File: src/rtl/cpu_sched_pkg.sv
// rtl/cpu_sched_pkg.sv - shared latencies, RF select codes, FPU op codes and slot type for the issue scheduler
package cpu_sched_pkg;

    localparam int SLOT_DEPTH = 16;
    localparam int LAT_W      = 5;

    typedef logic [LAT_W-1:0] lat_t;

    localparam lat_t LAT_ALU   = 5'd1;
    localparam lat_t LAT_LOAD  = 5'd2;
    localparam lat_t LAT_FADD  = 5'd3;
    localparam lat_t LAT_FMUL  = 5'd4;
    localparam lat_t LAT_FDIV  = 5'd12;
    localparam lat_t LAT_FMISC = 5'd2;

    localparam logic [1:0] RW_NONE = 2'b00;
    localparam logic [1:0] RW_INT  = 2'b01;
    localparam logic [1:0] RW_FP   = 2'b10;
    localparam logic [1:0] RW_RSVD = 2'b11;

    localparam logic [4:0] F5_FADD = 5'b00000;
    localparam logic [4:0] F5_FSUB = 5'b00001;
    localparam logic [4:0] F5_FMUL = 5'b00010;
    localparam logic [4:0] F5_FDIV = 5'b00011;

    typedef struct packed {
        logic       v;
        logic       fp;
        logic [4:0] rd;
    } slot_t;

    // x0 in the integer RF is hardwired, so it can never be a RAW source.
    function automatic logic src_hit(input slot_t s, input logic [4:0] rs,
                                     input logic rs_fp, input logic use_rs);
        return use_rs && s.v && (s.fp == rs_fp) && (s.rd == rs) && (rs_fp || (rs != 5'd0));
    endfunction

endpackage

File: src/rtl/fpu_lat_decode.sv
// rtl/fpu_lat_decode.sv - maps {memread, fpu, funct5} of the ID instruction to its writeback latency
module fpu_lat_decode
    import cpu_sched_pkg::*;
(
    input  logic       memread_i,
    input  logic       fpu_i,
    input  logic [4:0] funct5_i,
    output lat_t       lat_o,
    output logic       fdiv_o
);

    always_comb begin
        lat_o  = LAT_ALU;
        fdiv_o = 1'b0;
        if (memread_i) begin
            lat_o = LAT_LOAD;
        end else if (fpu_i) begin
            case (funct5_i)
                F5_FADD, F5_FSUB: lat_o = LAT_FADD;
                F5_FMUL:          lat_o = LAT_FMUL;
                F5_FDIV: begin
                    lat_o  = LAT_FDIV;
                    fdiv_o = 1'b1;
                end
                default:          lat_o = LAT_FMISC;
            endcase
        end
    end

endmodule

File: src/rtl/issue_scheduler.sv
// rtl/issue_scheduler.sv - ID-stage issue scheduler with writeback reservation shift register
// Define HAZARD_FWD_EN when the EX/WB bypass exists so the retiring slot 0 never raises RAW.
module issue_scheduler
    import cpu_sched_pkg::*;
#(
    parameter int DEPTH = SLOT_DEPTH
) (
    input  logic       clk,
    input  logic       rstn,
    input  logic       valid_id,
    input  logic [1:0] regwrite_id,
    input  logic       memread_id,
    input  logic       fpu_id,
    input  logic [4:0] funct5_id,
    input  logic [4:0] rd_id,
    input  logic [4:0] rs1_id,
    input  logic [4:0] rs2_id,
    input  logic       use_rs1_id,
    input  logic       use_rs2_id,
    input  logic       rs1_fpu_id,
    input  logic       rs2_fpu_id,
    input  logic       flush_ex,
    output logic       stall_id,
    output logic       issue_id,
    output logic       wb_valid,
    output logic       wb_fp,
    output logic [4:0] wb_rd,
    output logic       div_busy
);

`ifdef HAZARD_FWD_EN
    localparam int FIRST_RAW_SLOT = 1;
`else
    localparam int FIRST_RAW_SLOT = 0;
`endif

    slot_t slot_q [DEPTH];
    slot_t slot_d [DEPTH];
    lat_t  div_cnt_q, div_cnt_d;
    logic  last_wr_q, last_wr_d;
    lat_t  last_idx_q, last_idx_d;
    logic  last_fdiv_q, last_fdiv_d;

    lat_t  lat;
    logic  is_fdiv;
    logic  wr_en;
    logic  raw;
    logic  collision;
    logic  div_haz;

    fpu_lat_decode u_lat (
        .memread_i (memread_id),
        .fpu_i     (fpu_id),
        .funct5_i  (funct5_id),
        .lat_o     (lat),
        .fdiv_o    (is_fdiv)
    );

    assign wr_en = !(regwrite_id inside {RW_NONE, RW_RSVD});

    always_comb begin
        raw       = 1'b0;
        collision = 1'b0;
        for (int i = 0; i < DEPTH; i++) begin
            if (i >= FIRST_RAW_SLOT) begin
                if (src_hit(slot_q[i], rs1_id, rs1_fpu_id, use_rs1_id) ||
                    src_hit(slot_q[i], rs2_id, rs2_fpu_id, use_rs2_id)) begin
                    raw = 1'b1;
                end
            end
            // Writing into slot L-1 after the shift means slot L must be free now.
            if (wr_en && slot_q[i].v && (lat == LAT_W'(i))) begin
                collision = 1'b1;
            end
        end
        div_haz  = is_fdiv && div_busy;
        stall_id = valid_id && (raw || collision || div_haz) && !flush_ex;
        issue_id = valid_id && !stall_id && !flush_ex;
    end

    always_comb begin
        for (int i = 0; i < DEPTH - 1; i++) begin
            slot_d[i] = slot_q[i+1];
        end
        slot_d[DEPTH-1] = '0;

        // The flushed entry has shifted down by one this edge; slot 0 is already retiring.
        if (flush_ex && last_wr_q) begin
            for (int i = 0; i < DEPTH - 1; i++) begin
                if (last_idx_q == LAT_W'(i + 1)) begin
                    slot_d[i] = '0;
                end
            end
        end

        if (issue_id && wr_en) begin
            for (int i = 0; i < DEPTH; i++) begin
                if (lat == LAT_W'(i + 1)) begin
                    slot_d[i] = '{v: 1'b1, fp: (regwrite_id == RW_FP), rd: rd_id};
                end
            end
        end

        if (issue_id && is_fdiv) begin
            div_cnt_d = LAT_FDIV - LAT_W'(1);
        end else if (flush_ex && last_fdiv_q) begin
            div_cnt_d = '0;
        end else if (div_cnt_q != '0) begin
            div_cnt_d = div_cnt_q - LAT_W'(1);
        end else begin
            div_cnt_d = '0;
        end

        last_wr_d   = issue_id && wr_en;
        last_idx_d  = lat - LAT_W'(1);
        last_fdiv_d = issue_id && is_fdiv;
    end

    always_ff @(posedge clk or negedge rstn) begin
        if (!rstn) begin
            for (int i = 0; i < DEPTH; i++) begin
                slot_q[i] <= '0;
            end
            div_cnt_q   <= '0;
            last_wr_q   <= 1'b0;
            last_idx_q  <= '0;
            last_fdiv_q <= 1'b0;
        end else begin
            for (int i = 0; i < DEPTH; i++) begin
                slot_q[i] <= slot_d[i];
            end
            div_cnt_q   <= div_cnt_d;
            last_wr_q   <= last_wr_d;
            last_idx_q  <= last_idx_d;
            last_fdiv_q <= last_fdiv_d;
        end
    end

    assign wb_valid = slot_q[0].v;
    assign wb_fp    = slot_q[0].v && slot_q[0].fp;
    assign wb_rd    = slot_q[0].v ? slot_q[0].rd : 5'd0;
    assign div_busy = (div_cnt_q != '0);

endmodule

File: config.mk
export PLATFORM = sky130hd
export DESIGN_NAME = issue_scheduler
export DESIGN_NICKNAME = d
export VERILOG_FILES = /design/src/rtl/cpu_sched_pkg.sv /design/src/rtl/fpu_lat_decode.sv /design/src/rtl/issue_scheduler.sv
export SDC_FILE = /design/constraint.sdc
export NUM_CORES = 1
export LEC_CHECK = 0
export ABC_AREA = 1
export CAP_MARGIN = 20
export CORE_MARGIN = 2
export CORE_UTILIZATION = 30
export DETAILED_ROUTE_END_ITERATION = 10
export PLACE_DENSITY = 0.51
export SLEW_MARGIN = 20
export SYNTH_ARGS = -nofsm -noshare
export SYNTH_HDL_FRONTEND = slang
export SYNTH_SLANG_ARGS = --single-unit
File: constraint.sdc
create_clock -name clk -period 3.1 [get_ports clk]
set_input_delay 0.465 -clock clk [delete_from_list [all_inputs] [get_ports clk]]
set_output_delay 0.465 -clock clk [all_outputs]
set_load 0.1 [all_outputs]
[After elaboration in Yosys (flattened, before gate mapping)]
Cells that the tools add are included.
Operators by class
  $add $sub $neg: 2
  equality and inequality tests: 100
  mux-type cells: 75
  reduce and logical (&&, ||, !) cells: 201
Operator list (count)
  7-bit 2-to-1 mux: 31
  1-bit logical AND: 170
  5-bit equality test: 32
  112-bit 2-to-1 mux: 1
  105-bit 2-to-1 mux: 1
  5-bit by 4-bit equality test with 1-bit output, second input constant: 16
  5-bit by 3-bit equality test with 1-bit output, second input constant: 8
  1-bit 2-to-1 mux: 35
  1-bit equality test: 32
  5-bit by 2-bit equality test with 1-bit output, second input constant: 6
  5-bit 2-to-1 mux: 6
  1-bit logical OR: 20
  5-bit by 1-bit equality test with 1-bit output, second input constant: 3
  5-bit nonzero test: 3
  4-bit case mux with 3 select lines: 1
  5-bit logical NOT: 2
  5-bit by 1-bit subtractor with 5-bit output, second input constant: 2
  5-bit equality test, second input constant: 1
  2-bit equality test, second input constant: 2
  1-bit logical NOT: 3
  2-bit logical NOT: 1
  2-bit nonzero test: 1
  2-bit OR reduction: 1
Storage, ports and cells
  register bits: 124
  input bits: 32
  output and inout port bits: 10
  logic and storage cells: 430

[Depth between registers and ports, before layout]
Gate-level depths: netlist (run 1).
  depth in word-level cells: 32
  depth in mapped cells: 19

[Modules after synthesis]
A second synthesis (run 1) with hierarchy kept.
Second synthesis, totals
  cells, all modules: 1815
  area total of the unflattened synthesis: 10430.0 sq um
Modules (own cells, without submodules)
  issue_scheduler: instances 1, cells an instance 1798, area each 10349.9 sq um, sequential area each 3103.0 sq um
  fpu_lat_decode: instances 1, cells an instance 17, area each 80.1 sq um, sequential area each 0.0 sq um

[Worst setup path after synthesis (run 1)]
OpenSTA, ideal clock, no wires.
  path type: register -> output
  start point: register slot_q (netlist bit wb_valid)
  end point: output port stall_id
  arrival time: 4.125 ns
  required time: 2.635 ns
  setup slack: -1.490 ns
  cell stages (with the launch flop): 15
  cell sequence: dfrtp_1 > clkbuf_1 > nand2_1 > a21oi_1 > nand2_1 > nor2_1 > nand2_1 > nand2_1 > nor2_1 > nand3_1 > nand2_1 > nand2_2 > nor2_8 > buf_2 > nor3_1
Between the ends
  longest elaborated chain between the ends: 25
  elaborated cells between the ends (all ways): 47
  classes of those cells: mux: 32; reduce/logical: 15
Ends and longest elaborated chain
  start, declared: RTL line issue_scheduler.sv:37  | slot_t slot_q [DEPTH];
  start signal, assigned by index: RTL line issue_scheduler.sv:130  | slot_q[i] <= slot_d[i];
  1-bit logical AND (4 in series): RTL line cpu_sched_pkg.sv:35  | return use_rs && s.v && (s.fp == rs_fp) && (s.rd == rs) && (rs_fp || (rs != 5'd0));
  1-bit logical OR: RTL line issue_scheduler.sv:66  | if (src_hit(slot_q[i], rs1_id, rs1_fpu_id, use_rs1_id) ||
  1-bit 2-to-1 mux (16 in series): RTL line issue_scheduler.sv:66
  1-bit logical OR (*) (2 in series): RTL line issue_scheduler.sv:77  | stall_id = valid_id && (raw || collision || div_haz) && !flush_ex;
  1-bit logical AND (*) (2 in series): RTL line issue_scheduler.sv:77
  end, declared: RTL line issue_scheduler.sv:23  | output logic stall_id,
Mark *: on every way between the ends. The rest lies on a longest branch, timed or not.

[Final worst setup path (run 1)]
  start point: input port rs2_id[4]
  end point: output port issue_id
Between the ends
  longest elaborated chain between the ends: 27
  elaborated cells between the ends (all ways): 89
  classes of those cells: eq/ne: 16; mux: 16; reduce/logical: 57
Ends and longest elaborated chain
  start, declared: RTL line issue_scheduler.sv:17  | input logic [4:0] rs2_id,
  5-bit equality test or 5-bit nonzero test (tied branches): RTL line cpu_sched_pkg.sv:35
  1-bit logical AND or 1-bit logical OR (tied branches): RTL line cpu_sched_pkg.sv:35
  1-bit logical AND: RTL line cpu_sched_pkg.sv:35
  1-bit logical OR: RTL line issue_scheduler.sv:66
  1-bit 2-to-1 mux (15 in series): RTL line issue_scheduler.sv:66
  1-bit 2-to-1 mux (*): RTL line issue_scheduler.sv:66
  1-bit logical OR (*) (2 in series): RTL line issue_scheduler.sv:77
  1-bit logical AND (*) (2 in series): RTL line issue_scheduler.sv:77
  1-bit logical NOT (*): RTL line issue_scheduler.sv:78  | issue_id = valid_id && !stall_id && !flush_ex;
  1-bit logical AND (*) (2 in series): RTL line issue_scheduler.sv:78
  end, declared: RTL line issue_scheduler.sv:24  | output logic issue_id,
Marked as above.

==> results of run 1 <==
==> Yosys cell counts (2+ instances only) <==
cell | number | share of area
nand2_1 | 564 | 0.24
inv_1 | 213 | 0.091
nor2_1 | 134 | 0.057
dfrtp_1 | 117 | 0.33
o21ai_0 | 69 | 0.039
nand4_1 | 65 | 0.046
nand3_1 | 64 | 0.037
xor2_1 | 21 | 0.021
a21oi_1 | 16 | 0.0091
buf_2 | 16 | 0.0091
buf_4 | 16 | 0.014
clkbuf_1 | 16 | 0.0069
nor3_1 | 15 | 0.0086
o21ai_1 | 13 | 0.0074
inv_2 | 12 | 0.0051
xnor2_1 | 12 | 0.012
buf_6 | 9 | 0.012
o22ai_1 | 9 | 0.0064
o211ai_1 | 8 | 0.0069
nor2_2 | 7 | 0.0050
ha_1 | 5 | 0.0071
buf_1 | 3 | 0.0013
or2_2 | 3 | 0.0021
nand3_4 | 2 | 0.0040
==> cell families after synthesis <==
family                   synth area share
AND/OR/NAND/NOR                     0.411
buffers and inverters               0.141
AO/OA/AOI/OAI                      0.0722
flip-flops                          0.334
XOR/XNOR                           0.0330
adder cells (fa/ha/maj)           0.00714
other                            0.000428
==> path summary, 6_finish.rpt <==
check	from	end	cells after the start
max	rs2_id[4]	issue_id	14
min	rstn	slot_q[55]	1
max reg2reg	div_cnt_q[0]	slot_q[9]	17
min reg2reg	div_cnt_q[0]	div_cnt_q[0]	1
max in group asynchronous	rstn	slot_q[14]	2
min in group clk	memread_id	last_idx_q[0]	4
==> per-stage QoR <==
stage                     hold slack, ns   util
after CTS                         0.0746  0.372
after floorplan                    0.169      -
final                             0.0572  0.377
after global placement             0.457  0.349
after detailed placement           0.460  0.349
after global routing               0.112  0.377
==> layout make-up <==
| class | instances | share of cell area |
|---|---|---|
| clock inverter | 11 | 0.0117 |
| timing repair buffer | 118 | 0.113 |
| inverter | 226 | 0.0801 |
| tap | 384 | 0.0444 |
| sequential | 117 | 0.271 |
| multi-input combinational | 1019 | 0.438 |
| clock buffer | 21 | 0.0426 |
==> layer usage <==
metal | vias to the layer above | GRT usage
li1 | 4544 | -
met5 | - | 0
met4 | 0 | 0.0681
met2 | 357 | 0.353
met1 | 4332 | 0.318
met3 | 53 | 0.0363
==> worst max-delay path, cell delays in order <==
cell and delay [ns]:
clkdlybuf4s50_1 0.54, inv_2 0.10, buf_12 0.14, or2_2 0.26
nand4_1 0.11, nor2_2 0.06, nor2_1 0.13, nand3_1 0.09
nand2_1 0.11, nand2_4 0.10, nor2_8 0.13, nand2_4 0.06
clkinvlp_4 0.07, buf_12 0.16
==> power groups by stage <==
stage / clock (mW) / combinational [mW] / sequential, mW
2_1_floorplan: 0 / 0.434 / 1.62
3_3_place_gp: 0 / 0.744 / 1.63
3_5_place_dp: 0 / 0.744 / 1.63
4_1_cts: 2.03 / 0.756 / 1.60
5_1_grt: 2.08 / 0.848 / 1.60
6_report: 1.99 / 0.773 / 1.60
==> flip-flops by register name, indices dropped and copies added, names as in the netlist <==
signal       flops
slot_q         104
div_cnt_q        5
last_idx_q       5
last_fdiv_q      1
last_wr_q        1
wb_valid         1
==> what timing repair did <==
action | 4_1_cts | 5_1_grt
gates resized for setup | 28 | 44
pin swaps | 18 | 17
hold buffers | 0 | 0
endpoints found under the setup margin | 2 | 2
buffers inserted | 2 | 2
==> flow_summary.yaml, run 1 <==
status:
  status: "complete, no violations"
clock_tree:
  cts_buffers: 17
  clk_pin_slew_ns: 0.06
  cts_tree: "done"
  ctsHtreeMaxLevel: 4
  cts_root_buf: "clkbuf_16"
  clk_latency_ns: 0.44
  clockBufferDepth: 2
  cts.sinks: 117
critical_path:
  critPathLaunchType: "primary input"
  cp.required_ns: 2.63
  r2r_slack_ns: 0.60
  crit_type: "primary input to output pin"
  crit_arrival_ns: 2.55
  cp_max_fo: 4
  crit_path_end_kind: "output pin"
power_and_ir_drop:
  swShare: 0.299
  fin_total_pwr_mw: 4.37
  p_leak_nw: 5.88
  powerDensity_nw_per_um2: 404
  seqPwrFrac: 0.366
  switchingPower_mw: 1.31
  p_comb_frac: 0.177
  p_clk_frac: 0.457
  irDropWorstVdd_v: 0.000390
  intPower_mw: 3.06
sta:
  slew_violations: 0
  fin_crit_sh: 0.973
  rsz0062_at_grt: "yes"
  fmax_ghz: 0.332
  fin_crit_ns: 3.01
  tightestPinTransition_ns: 0.669
  setup_viol: 0
  fin_skew_ns: 0.0231
  setup_slack_ns: 0.0852
  fin_setup_tns_ns: 0
  max_slew_margin: 0.554
  final-hold-violation-count: 0
route:
  wl_met2_um: 14800
  via_count: 9286
  top_layer_used: "met4"
  drt_first_iter_violations: 901
  ant_nets: 0
  drt_first_pass_iters: 7
  drc: 0
  wl_um: 33600
  met1_length_um: 15600
  vias_per_cell: 4.90
  met3_length_um: 2440
  wl_per_cell_um: 17.7
logic_synthesis:
  synth-edff-count: 0
  ys_ff_latch: 117
  synth_cell_type_count: 37
  syn_inst: 1422
  synth_area_per_cell_um2: 6.16
  ys.flop_type: "dfrtp_1"
  seq_area_frac_synth: 0.334
  netlist_area_um2: 8760
  yosys_warnings: 0
  synthArstFlopShare: 1.00
floorplanning:
  ios: 42
  fp.coreArea_um2: 28700
  initial_utilization: 0.305
  die_h_um: 175
  die_w_um: 175
  dieArea_um2: 30600
  rows: 62
finish:
  multiInputGateArea_um2: 4740
  seqCellArea_um2: 2930
  mostFrequentLayoutCells: "nand2_1 (559), inv_1 (206), nor2_1 (128)"
  fin_area_um2: 10800
  nets: 1536
  diodes: 0
  final_cells: 1896
  final_common_cell: "nand2_1"
  nFillCells: 3093
  syn_to_final_growth_pct: 23.6
  drive_above_1_share: 0.121
global_routing:
  track_usage: 0.225
  grt.overflow.total: 0
  grt_max_degree: 71
  grt_pass1_vias: 8726
  antenna_found_initial: 0
  grt_pass1_wl_um: 52000
worst_hold_path:
  hp-class: "primary input to async pin"
run:
  drv_cap: 0
place:
  place_area_um2: 10000
  dp.cells: 1860
  gp_congestion: 0.935
  dp_hpwl_um: 24600
  port_buffers: 41
  place_ws_ns: -0.212
(Power assumes the default switching activity.)
==> run 2, diff against run 1 <==
CORE_MARGIN = unset   (was 2)
==> run 2 against run 1 <==
  * Design area rose by 0.95%
  * Clock power fell by 3%
  * Combinational power rose by 2%
  * Register-to-register slack got worse by 0.17 ns
  * Core utilization rose by 0.36 points
  * Worst hold slack got worse by 0.030 ns
  * Setup slack improved by 0.013 ns
  * Largest cell class unchanged
  * Largest power group unchanged
==> flow_summary.yaml, run 2 (synthesized netlist as in run 1, its figures left out) <==
status:
  status: "complete, no violations"
power_and_ir_drop:
  switchingPower_mw: 1.35
  swShare: 0.313
  fin_total_pwr_mw: 4.33
  seqPwrFrac: 0.370
  p_clk_frac: 0.449
  p_leak_nw: 5.96
  p_comb_frac: 0.181
  irDropWorstVdd_v: 0.000382
  powerDensity_nw_per_um2: 396
  intPower_mw: 2.98
floorplanning:
  fp.coreArea_um2: 28700
  initial_utilization: 0.305
  die_w_um: 173
  die_h_um: 173
  ios: 42
  dieArea_um2: 29900
  rows: 62
run:
  drv_cap: 0
critical_path:
  r2r-end: "slot_q[105]"
  critPathLaunchType: "primary input"
  crit_path_end_kind: "output pin"
  ff2ff_path_depth: 19
  cp_max_fo: 4
  r2r_start: "div_cnt_q[0]"
  endpoint: "issue_id"
  r2r_slack_ns: 0.43
  cp.required_ns: 2.63
  crit_type: "primary input to output pin"
  crit_arrival_ns: 2.54
  critical_path.startpoint: "rs2_id[4]"
global_routing:
  track_usage: 0.235
  grt_pass1_vias: 8882
  grt_max_degree: 57
  grt_pass1_wl_um: 53800
  antenna_found_initial: 1
  grt.overflow.total: 0
route:
  via_count: 9424
  ant_nets: 0
  wl_per_cell_um: 18.0
  wl_um: 34500
  drc: 0
  vias_per_cell: 4.92
  drt_first_pass_iters: 6
  drt_first_iter_violations: 977
place:
  port_buffers: 41
  dp.cells: 1875
  gp_congestion: 0.916
  place_ws_ns: -0.259
  dp_hpwl_um: 25600
sta:
  setup_viol: 0
  max_slew_margin: 0.577
  slew_violations: 0
  setup_slack_ns: 0.0984
  final-hold-violation-count: 0
  rsz0062_at_grt: "yes"
  fin_skew_ns: 0.0130
  hold_ws_ns: 0.0273
  tightestPinTransition_ns: 0.634
  fmax_ghz: 0.333
  fin_crit_ns: 3.00
  fin_crit_sh: 0.968
clock_tree:
  clockBufferDepth: 2
  clk_latency_ns: 0.43
  cts.sinks: 117
  cts_buffers: 17
  ctsHtreeMaxLevel: 4
  clk_pin_slew_ns: 0.06
  cts_root_buf: "clkbuf_16"
  cts_tree: "done"
finish:
  reg_top3: "slot_q x104, div_cnt_q x5, last_idx_q x5"
  syn_to_final_growth_pct: 24.8
  mostFrequentLayoutCells: "nand2_1 (560), inv_1 (211), nor2_1 (128)"
  nets: 1555
  nFillCells: 3129
  diodes: 0
  drive_above_1_share: 0.127
  top_register: "slot_q"
  final_cells: 1915
  final_common_cell: "nand2_1"
  largest_reg_flops: 104
worst_hold_path:
  hp-class: "primary input to async pin"
-- run 2: stage by stage --
step	setup TNS, ns	area (µm²)	util
CTS	0	10800	0.377
detailed placement	-8.47	10200	0.354
global placement	-3.81	10200	0.354
finish	0	10900	0.381
global route	0	10900	0.381
floorplan	-0.0188	8780	-
-- run 2: per-layer routing --
metal / track usage / vias to the layer above / part of all wire
met1: 0.341 / 4412 / 0.47
met5: 0 / - / 0
li1: - / 4575 / -
met2: 0.368 / 392 / 0.45
met3: 0.0297 / 45 / 0.071
met4: 0.0616 / 0 / 0.017
-- run 2: critical path, stage by stage --
cell and delay (ns):
clkdlybuf4s50_1 0.44, inv_2 0.14, nand4_1 0.18, nor2_4 0.19
buf_4 0.15, nor2_1 0.04, nand3_1 0.06, nand2_1 0.11
nor2_2 0.14, nand3_2 0.12, nor2_8 0.17, nand2_2 0.08
clkinvlp_4 0.08, buf_12 0.16
-- run 2: cell type report --
type	instances	area [µm²]	share of cell area
clock buffer	18	439	0.0402
clock inverter	14	126	0.0116
inverter	226	860	0.0787
sequential	117	2930	0.268
multi-input combinational	1019	4700	0.431
timing repair buffer	137	1390	0.127
tap	384	480	0.0440
-- run 2: worst min path at each step --
| stage | startpoint | to | slack (ns) | depth (start not counted) |
|---|---|---|---|---|
| after floorplan | rstn | div_cnt_q[0] | 0.17 | 0 |
| after global placement | div_cnt_q[0] | div_cnt_q[0] | 0.46 | 1 |
| after detailed placement | div_cnt_q[0] | div_cnt_q[0] | 0.47 | 1 |
| after CTS | rstn | slot_q[59] | 0.03 | 1 |
| after global routing | rstn | slot_q[62] | 0.07 | 1 |
| final | rstn | slot_q[59] | 0.03 | 1 |
-- run 2: what timing repair did --
action,in CTS,in global routing
resized for setup,22,28
endpoints found under the setup margin,2,2
hold endpoints to repair,0,0
setup buffers,7,1
pin swaps,18,5
hold buffers,0,0
-- run 2: power by group through the flow --
stage                     sequential (mW)  clock [mW]  combinational (mW)
after floorplan                      1.62           0               0.434
after global placement               1.63           0               0.761
after detailed placement             1.63           0               0.763
after CTS                            1.60        1.97               0.775
after global routing                 1.61        2.02               0.854
final                                1.60        1.94               0.785
==> run 3, diff against run 2 <==
--- a/config.mk
+++ b/config.mk
@@ -10,6 +10,6 @@
 export CORE_UTILIZATION = 30
 export DETAILED_ROUTE_END_ITERATION = 10
+export MAX_ROUTING_LAYER = met4
 export PLACE_DENSITY = 0.51
-export SLEW_MARGIN = 20
 export SYNTH_ARGS = -nofsm -noshare
 export SYNTH_HDL_FRONTEND = slang
==> constraint.sdc (replaced) <==
create_clock -name clk -period 3.1 [get_ports clk]
set_input_delay 0.775 -clock clk [delete_from_list [all_inputs] [get_ports clk]]
set_output_delay 0.775 -clock clk [all_outputs]
set_load 0.1 [all_outputs]
==> run 3 against run 2 <==
  * The flow now finishes with violations (negative setup slack)
  * Count of clock-buffer cells in the layout rose by 2
  * Combinational power is 9.3% higher
  * Total power rose by 4.2%
  * Largest power group unchanged
  * Core utilization is 1.4 points higher
  * First-iteration DRC count decreased by 8.3%
  * Fmax fell by 12%
  * Routed wire length rose by 2.9%
  * Via count rose by 0.80%
  * Final cell count up 0.84%
==> flow_summary.yaml, run 3 (synthesized netlist as in run 1, its figures left out) <==
status:
  status: "finished, violations left"
  violations: "negative setup slack"
sta:
  rsz0062_at_grt: "yes"
  fin_crit_ns: 3.41
  setup_viol: 2
  fin_crit_sh: 1.10
  fmax_ghz: 0.293
  fin_setup_tns_ns: -0.574
  slew_violations: 0
  final-hold-violation-count: 0
  setup_slack_ns: -0.309
  fin_skew_ns: 0.0153
  tightestPinTransition_ns: 0.690
  hold_ws_ns: 0.386
  max_slew_margin: 0.540
clock_tree:
  clk_pin_slew_ns: 0.07
  cts_buffers: 17
  cts.sinks: 117
  clockBufferDepth: 2
  cts_tree: "done"
  cts_root_buf: "clkbuf_16"
  holdBufCountCts: 0
  ctsHtreeMaxLevel: 4
  clk_latency_ns: 0.43
global_routing:
  grt.busiest_layer: "met2"
  antenna_found_initial: 0
  grt_pass1_wl_um: 55400
  track_usage: 0.252
  met1_usage: 0.342
  grt_use_met3: 0.0328
  grt_pass1_vias: 9168
  grt_util_met2: 0.390
  grt_max_degree: 60
  grt.overflow.total: 0
worst_hold_path:
  hp-class: "primary input to async pin"
critical_path:
  crit_path_end_kind: "output pin"
  crit_arrival_ns: 2.63
  cp_max_fo: 4
  crit_type: "primary input to output pin"
  crit_slowest_cell: "nor3_4"
  crit_top_cell: "nor2_1"
  cp.required_ns: 2.32
  critPathLaunchType: "primary input"
  crit_family: "simple AND/OR/NAND/NOR gates"
  cp_cell_sequence: "buf_8 > inv_6 > nand2_8 > nor3_4 > o21ai_4 > ha_4 > and3_4 > nor2_2 > nor2_1 > nor2_1 > nand3_2 > nor2_4 > nand3_4 > nor2_8 > nand2_2 > clkinvlp_4 > buf_12"
  path_buf_inv: 4
  crit_cells: 17
  critical-path-max-stage-delay_ns: 0.21
  ff2ff_path_depth: 16
floorplanning:
  rows: 62
  die_h_um: 173
  ios: 42
  dieArea_um2: 29900
  die_w_um: 173
  initial_utilization: 0.305
  fp.coreArea_um2: 28700
route:
  wl_um: 35500
  drt_first_iter_violations: 896
  ant_nets: 0
  vias_per_cell: 4.92
  via_count: 9499
  drt_first_pass_iters: 7
  drc: 0
  wl_per_cell_um: 18.4
finish:
  final_cells: 1931
  diodes: 0
  reg_top3: "slot_q x104, div_cnt_q x5, last_idx_q x5"
  top_register: "slot_q"
  syn_to_final_growth_pct: 29.2
  final_common_cell: "nand2_1"
  nFillCells: 3090
  drive_above_1_share: 0.156
  mostFrequentLayoutCells: "nand2_1 (556), inv_1 (205), nor2_1 (127)"
  nets: 1571
  largest_reg_flops: 104
place:
  dp.cells: 1890
  port_buffers: 41
  dp_hpwl_um: 25800
  gp_congestion: 0.977
run:
  drv_cap: 0
power_and_ir_drop:
  powerDensity_nw_per_um2: 399
  irDropWorstVdd_v: 0.000322
  p_leak_nw: 6.07
-- run 3: cell types whose count changed in the layout (fill, tap and decap cells not counted), sizes merged --
cell           change
bufinv             +1
bufbuf             +3
clkdlybuf4s15      +6
inv                +2
buf               +25
dlygate4sd2        -2
clkdlybuf4s50      -6
dlymetal6s2s      -10
clkbuf             +2
clkinv             -5
-- run 3: what timing repair did --
item | 4_1_cts | 5_1_grt
cloned | 3 | 0
pin swaps | 31 | 12
gates resized for setup | 104 | 21
setup buffers | 6 | 0
endpoints found under the setup margin | 65 | 18
-- run 3: through the flow --
stage	instance area (µm²)	utilization	total power [mW]	worst slack (ns)
CTS	11300	0.393	4.53	-0.317
global route	11300	0.394	4.68	-0.430
global placement	10400	0.363	2.43	-0.866
finish	11300	0.394	4.51	-0.309
detailed placement	10400	0.363	2.43	-0.862
floorplan	8830	-	2.06	-0.525
-- run 3: worst paths after layout --
check,slack [ns],from,endpoint
setup / recovery,-0.31,funct5_id[2],issue_id
hold / removal,0.39,rstn,slot_q[52]
setup reg to reg,0.31,div_cnt_q[0],slot_q[29]
hold reg to reg,0.47,div_cnt_q[0],div_cnt_q[0]
max in group asynchronous,1.97,rstn,slot_q[36]
min in group clk,0.47,div_cnt_q[0],div_cnt_q[0]
-- run 3: where the power goes --
| part | total, mW | internal, mW | switching [mW] |
|---|---|---|---|
| Clock | 2.06 | 1.26 | 0.798 |
| Sequential | 1.60 | 1.57 | 0.0268 |
| Combinational | 0.858 | 0.317 | 0.540 |
-- run 3: final cells by class --
| class | count | area [µm²] | share of cell area |
|---|---|---|---|
| tap | 384 | 480 | 0.0425 |
| sequential | 117 | 2930 | 0.259 |
| clock inverter | 12 | 141 | 0.0125 |
| multi-input combinational | 1019 | 4790 | 0.423 |
| clock buffer | 20 | 467 | 0.0412 |
| inverter | 226 | 882 | 0.0780 |
| timing repair buffer | 153 | 1630 | 0.144 |
-- run 3: routing by layer --
metal | up-vias | part of all wire
li1 | 4600 | -
met1 | 4514 | 0.46
met2 | 331 | 0.45
met3 | 54 | 0.067
met4 | 0 | 0.023
met5 | - | 0
-- run 3: worst reg2reg max path, stage by stage, from the launching register on --
cell and delay [ns]:
dfrtp_1 0.37, inv_1 0.07, ha_1 0.16, nand2_1 0.07
nor2_1 0.16, nand2_2 0.12, nor2_2 0.12, nor2_1 0.04
nor2_1 0.11, nand3_2 0.10, nor2_4 0.14, nand3_4 0.10
nor2_8 0.13, buf_4 0.56, nand3_4 0.23, nand2_1 0.11
nand2_1 0.06
